===== config.mk =====
export PLATFORM = sky130hd
export DESIGN_NAME = score_collector
export DESIGN_NICKNAME = d
export VERILOG_FILES = /design/src/rtl/ddnet_sort_pkg.sv /design/src/rtl/score_collector.sv
export SDC_FILE = /design/constraint.sdc
export NUM_CORES = 1
export LEC_CHECK = 0
export ABC_CLOCK_PERIOD_IN_PS = 2880
export BUFFER_PORTS_ARGS = -buffer_cell sky130_fd_sc_hd__buf_2
export CORE_AREA = 2 2 161 163
export CTS_BUF_LIST = sky130_fd_sc_hd__clkbuf_2 sky130_fd_sc_hd__clkbuf_4 sky130_fd_sc_hd__clkbuf_8
export DETAILED_ROUTE_END_ITERATION = 10
export DIE_AREA = 0 0 163 165
export PLACE_DENSITY = 0.82
export SYNTH_ARGS = -nofsm -noshare
export SYNTH_HDL_FRONTEND = slang
export SYNTH_SLANG_ARGS = --single-unit

===== constraint.sdc =====
create_clock -name clk -period 2.88 [get_ports clk]
set_input_delay 0.288 -clock clk [delete_from_list [all_inputs] [get_ports clk]]
set_output_delay 0.288 -clock clk [all_outputs]
set_load 0.02 [all_outputs]

===== src/rtl/ddnet_sort_pkg.sv =====
// Shared constants and types for the score collector and the downstream sorter.
package ddnet_sort_pkg;

  localparam int unsigned N_CLASS = 10;
  localparam int unsigned SCORE_W = 16;

  typedef logic signed [SCORE_W-1:0] score_t;

  typedef enum logic [1:0] {
    ST_COLLECT = 2'd0,
    ST_LOAD    = 2'd1,
    ST_WAIT    = 2'd2
  } state_t;

endpackage


===== src/rtl/score_collector.sv =====
// Collects N_CLASS serial scores into a packed bus, strobes the sorter load and
// holds off the next frame's final beat until the sorter signals completion.
module score_collector #(
  parameter int unsigned N_CLASS     = ddnet_sort_pkg::N_CLASS,
  parameter int unsigned SCORE_W     = ddnet_sort_pkg::SCORE_W,
  parameter int unsigned LOAD_CYCLES = 2,
  parameter int unsigned TIMEOUT     = 1024
) (
  input  logic                       clk,
  input  logic                       rst,
  input  logic                       in_valid,
  output logic                       in_ready,
  input  logic [SCORE_W-1:0]         in_data,
  input  logic                       in_last,
  output logic [N_CLASS*SCORE_W-1:0] data_out,
  output logic                       load,
  input  logic                       complete,
  output logic                       err_len,
  output logic                       err_timeout,
  output logic [7:0]                 frame_cnt
);

  import ddnet_sort_pkg::state_t;
  import ddnet_sort_pkg::ST_COLLECT;
  import ddnet_sort_pkg::ST_LOAD;
  import ddnet_sort_pkg::ST_WAIT;

  localparam int unsigned BUS_W = N_CLASS * SCORE_W;
  localparam int unsigned CNT_W = (N_CLASS > 1) ? $clog2(N_CLASS) : 1;
  localparam int unsigned LD_W  = $clog2(LOAD_CYCLES + 1);
  localparam int unsigned TO_W  = $clog2(TIMEOUT + 1);

  localparam logic [CNT_W-1:0] LAST_IDX = CNT_W'(N_CLASS - 1);
  localparam logic [LD_W-1:0]  LD_LAST  = LD_W'(LOAD_CYCLES - 1);
  localparam logic [TO_W-1:0]  TO_LAST  = TO_W'(TIMEOUT - 1);

  state_t             state_q, state_d;
  logic [CNT_W-1:0]   cnt_q, cnt_d;
  logic [BUS_W-1:0]   buf_q, buf_d;
  logic [BUS_W-1:0]   data_q, data_d;
  logic [7:0]         frame_q, frame_d;
  logic [LD_W-1:0]    ld_cnt_q, ld_cnt_d;
  logic [TO_W-1:0]    wait_q, wait_d;
  logic               load_q, load_d;
  logic               in_ready_q, in_ready_d;
  logic               err_len_q, err_len_d;
  logic               err_to_q, err_to_d;
  logic               complete_d_q;
  logic               accept_c;
  logic               rise_c;

  assign accept_c = in_valid & in_ready_q;
  assign rise_c   = complete & ~complete_d_q;

  // Next-state: sequencing first, then beat handling which may start a LOAD.
  always_comb begin
    state_d   = state_q;
    cnt_d     = cnt_q;
    buf_d     = buf_q;
    data_d    = data_q;
    frame_d   = frame_q;
    ld_cnt_d  = ld_cnt_q;
    wait_d    = wait_q;
    load_d    = 1'b0;
    err_len_d = 1'b0;
    err_to_d  = 1'b0;

    case (state_q)
      ST_LOAD: begin
        if (ld_cnt_q == LD_LAST) begin
          state_d = ST_WAIT;
          wait_d  = '0;
        end else begin
          ld_cnt_d = ld_cnt_q + LD_W'(1);
          load_d   = 1'b1;
        end
      end
      ST_WAIT: begin
        if (rise_c) begin
          state_d = ST_COLLECT;
        end else if (wait_q == TO_LAST) begin
          err_to_d = 1'b1;
          state_d  = ST_COLLECT;
        end else begin
          wait_d = wait_q + TO_W'(1);
        end
      end
      default: state_d = ST_COLLECT;
    endcase

    // The final beat can only be accepted in COLLECT because WAIT stalls it.
    if (accept_c) begin
      buf_d[int'(cnt_q)*SCORE_W +: SCORE_W] = in_data;
      if (cnt_q == LAST_IDX) begin
        cnt_d = '0;
        if (in_last) begin
          data_d   = buf_d;
          frame_d  = frame_q + 8'd1;
          state_d  = ST_LOAD;
          ld_cnt_d = '0;
          load_d   = 1'b1;
        end else begin
          err_len_d = 1'b1;
        end
      end else if (in_last) begin
        cnt_d     = '0;
        err_len_d = 1'b1;
      end else begin
        cnt_d = cnt_q + CNT_W'(1);
      end
    end

    in_ready_d = (state_d == ST_COLLECT) ||
                 ((state_d == ST_WAIT) && (cnt_d < LAST_IDX));
  end

  always_ff @(posedge clk) begin
    if (rst) begin
      state_q      <= ST_COLLECT;
      cnt_q        <= '0;
      buf_q        <= '0;
      data_q       <= '0;
      frame_q      <= '0;
      ld_cnt_q     <= '0;
      wait_q       <= '0;
      load_q       <= 1'b0;
      in_ready_q   <= 1'b0;
      err_len_q    <= 1'b0;
      err_to_q     <= 1'b0;
      complete_d_q <= 1'b0;
    end else begin
      state_q      <= state_d;
      cnt_q        <= cnt_d;
      buf_q        <= buf_d;
      data_q       <= data_d;
      frame_q      <= frame_d;
      ld_cnt_q     <= ld_cnt_d;
      wait_q       <= wait_d;
      load_q       <= load_d;
      in_ready_q   <= in_ready_d;
      err_len_q    <= err_len_d;
      err_to_q     <= err_to_d;
      complete_d_q <= complete;
    end
  end

  // Ready is forced low for the whole reset window, including its first cycle.
  assign in_ready    = in_ready_q & ~rst;
  assign data_out    = data_q;
  assign load        = load_q;
  assign err_len     = err_len_q;
  assign err_timeout = err_to_q;
  assign frame_cnt   = frame_q;

endmodule


# == After elaboration in Yosys (flattened, before gate mapping) ==
# Index checks and enable logic that the tools add are counted.
# op_classes
n_lt_le_gt_ge,1
bitwise,7
eq_ne,9
shift,2
add_sub_neg,5
muxes,29
n_reduce_logical,8
# op_table
operator,n
160-bit bitwise mux,1
16-bit by 34-bit variable shift with 160-bit output (first input constant),1
16-bit by 34-bit indexed part select with 160-bit output,1
8-bit negation with 34-bit output,1
11-bit 2-to-1 mux,3
2-bit 2-to-1 mux,11
11-bit one-hot mux with 2 select lines,1
4-bit 2-to-1 mux,3
11-bit by 1-bit adder with 11-bit output (second input constant),1
11-bit by 10-bit equality test with 1-bit output (second input constant),1
1-bit 2-to-1 mux,9
8-bit by 1-bit adder with 8-bit output (second input constant),1
2-bit inequality test (second input constant),3
4-bit by 1-bit adder with 4-bit output (second input constant),1
2-bit by 1-bit equality test with 1-bit output (second input constant),2
2-bit equality test (second input constant),2
4-bit equality test (second input constant),1
4-bit less-than comparator (second input constant),1
1-bit inverter,4
2-bit one-hot mux with 2 select lines,1
4-bit AND reduction,1
1-bit bitwise AND,3
3-bit AND reduction,1
3-bit OR reduction,1
other kinds (6),6
# totals
elab_cells,73
input_bits,21
reg_bits,352

# == Logic depth before layout (Yosys ltp) ==
# logic_depth
depth_word,10
mapped_depth,12

# == Worst setup path after synthesis ==
# No wires, ideal clock.
# synth_timing
path_kind,reg2reg
startpoint,register cnt_q[0]
endpoint,"register data_q[63], in the netlist data_out[63]"
path_stages_with_launch,10
slack_ns,0.485
arrival_ns,2.249
path_buffers,3
setup_time_ns,0.146
required_ns,2.734
cell_sequence,dfxtp_1 > buf_2 > inv_1 > ha_1 > buf_4 > nand2b_1 > nor3_4 > buf_4 > mux2i_1 > a211oi_2
# synth_via
elab_chain_len,3
# synth_lines
item,line,rtl
"start, declared",score_collector.sv:38,"logic [CNT_W-1:0] cnt_q, cnt_d;"
"start signal, assigned",score_collector.sv:133,cnt_q <= cnt_d;
8-bit negation with 34-bit output,score_collector.sv:93,buf_d[int'(cnt_q)*SCORE_W +: SCORE_W] = in_data;
16-bit by 34-bit indexed part select with 160-bit output / 16-bit by 34-bit variable shift with 160-bit output (equally long branches),score_collector.sv:93,
160-bit bitwise mux,score_collector.sv:93,
"end signal, assigned",score_collector.sv:135,data_q <= data_d;
"end, declared",score_collector.sv:40,"logic [BUS_W-1:0] data_q, data_d;"
# Several ways; a longest one is shown, not always the timed one.
# A chain may end at the register's enable or synchronous reset.

# == Final worst setup path ==
# layout_timing
startpoint,register cnt_q[1]
endpoint,register buf_q[117]
# layout_via
elab_chain_len,3
# layout_lines
item,line,rtl
8-bit negation with 34-bit output *,score_collector.sv:93,
16-bit by 34-bit indexed part select with 160-bit output / 16-bit by 34-bit variable shift with 160-bit output (equally long branches),score_collector.sv:93,
160-bit bitwise mux *,score_collector.sv:93,
"end signal, assigned",score_collector.sv:134,buf_q <= buf_d;
"end, declared",score_collector.sv:39,"logic [BUS_W-1:0] buf_q, buf_d;"
# Every way passes the cells marked *; elsewhere a longest branch is shown, timed or not.

==> metrics.cfg <==
[detailed_routing]
vias_per_cell = 5.77
drt_pass1_iterations = 6
via_count = 13398
drtIter0Drc = 1294
antenna_left = 0
post-route-drc-count = 0
wl_per_cell_um = 17.0
drt_wl_total_mm = 39.5

[critical_path]
path_max_fanout = 12
cp_data_arrival_time_ns = 3.11
end_kind = flip-flop
ff2ff_path_depth = 8
path_class = reg2reg
required_ns = 3.32
start_kind = flip-flop

[sta]
final-setup-viol-count = 0
period_share = 0.926
fin_setup_tns_ns = 0
rsz0062_at_grt = false
worst_pin_slew_ns = 0.671
period_needed_ns = 2.67
max_freq_mhz = 375
slew_headroom = 0.553
hold_viol_final = 0
maxSlewViolCount = 0
skew_ns = 0.0228

[synthesis]
ys.flop_type = dfxtp_1
synth_area_mm2 = 0.0149
synth_nets = 1869
synthCells = 1840
yosys_warnings = 0
yosys-top-cells-count = 373 x nor2_1, 352 x dfxtp_1, 263 x nand2_1
yosysMostFrequentCell = nor2_1
yosysTopAreaCellShare = 0.473
synth_area_per_cell_um2 = 8.10
synth-edff-count = 0
synth_seq_cells = 352
synth.yosys.seq_area_share = 0.473
async_flop_share = 0
synth_cell_types = 59
netlist_top_cells_area = dfxtp_1 47%, nor2_1 9.4%, nand2_1 6.6%, a21oi_1 5.9%, nor3_1 4.1%
synth.largest_area_cell = dfxtp_1

[clock_network]
clk_pin_slew_worst_paths_ns = 0.06
cts_buffers = 54
cts_sinks = 352
htreeDepth = 2
cts_tree = built
clock_latency_ns = 0.59
cts_buffer_depth = 3
clockRootBuffer = clkbuf_8

[floorplan]
row_count = 58
initial_core_util = 0.595
die_x_um = 163
core_area_mm2 = 0.0250
dieArea_mm2 = 0.0269
fp.dieH_um = 165
boundaryPins = 193

[pwr]
powerDensity_mw_per_mm2 = 577
leakagePower_nw = 6.49
ir_worst_vdd_v = 0.000362

[placed_design]
placed_area_mm2 = 0.0158
gp_congestion = 0.862
numPortBuffers = 192
hpwl_mm = 25.1

[min_path]
min_path_type = in2reg
hold_depth = 3

[global_routing]
grt_use_total = 0.286
overflow = 0
grt_max_degree = 135
grt_pass1_wl_mm = 62.3
grt_pass1_vias = 12356
antenna_found_initial = 0

[finish]
stdcell_area_mm2 = 0.0171
synthToLayoutAreaGrowth_pct = 14.5
drive_above_1_share = 0.201
fin_nets = 1980

[flow_run]
maxCapViolCount = 0

[run_status]
outcome = complete, no violations

## path summary, 6_finish.rpt
kind | start | to | slack, ns
max | cnt_q[1] | buf_q[117] | 0.21
min | in_data[2] | buf_q[114] | 0.07
min reg2reg | buf_q[59] | buf_q[59] | 0.46
max reg2reg | cnt_q[1] | buf_q[117] | 0.21
## cell type report
cell class	count	area [um2]
diodes	1	2.50
clock buffers	89	1120
clock inverters	9	128
fillers	1985	7960
inverters	6	22.5
multi-input cells	1305	6980
flip-flops and latches	352	7050
well taps	330	413
repair buffers	232	1360
## critical path, stage by stage, from the launching register on
cell     delay, ns
dfxtp_1       0.47
nor3_1        0.10
ha_1          0.37
nor2b_1       0.35
o21a_1        0.35
buf_4         0.20
nand3_1       0.36
nand2_1       0.23
a21oi_1       0.10
## cells in the final DEF (no fill, tap or decap), drive strengths merged, types with 3 or more instances in the layout
cell / instances
a211oi: 77
a21oi: 176
a311oi: 20
and2: 22
and3: 8
buf: 231
bufinv: 3
clkbuf: 89
clkinv: 4
dfxtp: 352
ha: 8
inv: 8
mux2i: 47
nand2: 263
nand2b: 6
nand3: 17
nand4: 13
nor2: 373
nor2b: 25
nor3: 124
nor4: 65
o211ai: 3
o21ai: 17
or3: 9
xnor2: 6
xor2: 4
## routing by layer
metal  vias up  share of wire  global-route usage
met1      6310           0.41               0.361
met2       504           0.48               0.483
li1       6479              -                   -
met3       105          0.077              0.0527
met4         0          0.036               0.119
met5         -              0                   0
## state kept, by name, summed over array words and instances (netlist names)
signal / flops
load: 1
buf_q: 160
ld_cnt_q: 2
err_len: 1
wait_q: 11
data_out: 160
frame_cnt: 8
in_ready_q: 1
state_q: 2
cnt_q: 4
complete_d_q: 1
err_timeout: 1
## kinds of logic after synthesis
group                      share of synthesized area
muxes                                         0.0316
AOI/OAI and AO/OA                              0.144
DFF                                            0.473
adders and majority gates                    0.00671
xor gates and xnor gates                     0.00688
buffers and inverters                         0.0606
and+or+nand+nor                                0.278
## per-stage QoR
step                setup slack, ns  total power, W  hold WS [ns]  utilization  cells
floorplan                     0.485         0.00523         0.416            -   1840
global placement              0.276         0.00531         0.442        0.631   2223
detailed placement           0.0599         0.00531         0.446        0.631   2223
CTS                          0.0723         0.00989        0.0404        0.681   2322
global route                0.00452          0.0101        0.0514        0.682   2323
finish                        0.213         0.00986        0.0719        0.682   2324
## timing repair
| action | in CTS | in global routing |
|---|---|---|
| endpoints found under the hold margin | 1 | 0 |
| buffers inserted | 0 | 1 |
| hold buffers | 1 | 0 |
| gates resized for setup | 0 | 3 |
| endpoints found under the setup margin | 0 | 126 |
## power breakdown
group          total (W)  internal (W)  switching (W)
logic           0.000321     0.0000835       0.000238
clock network    0.00464       0.00272        0.00192
registers        0.00489       0.00488      0.0000103
Power figures use the tool's default switching activity.
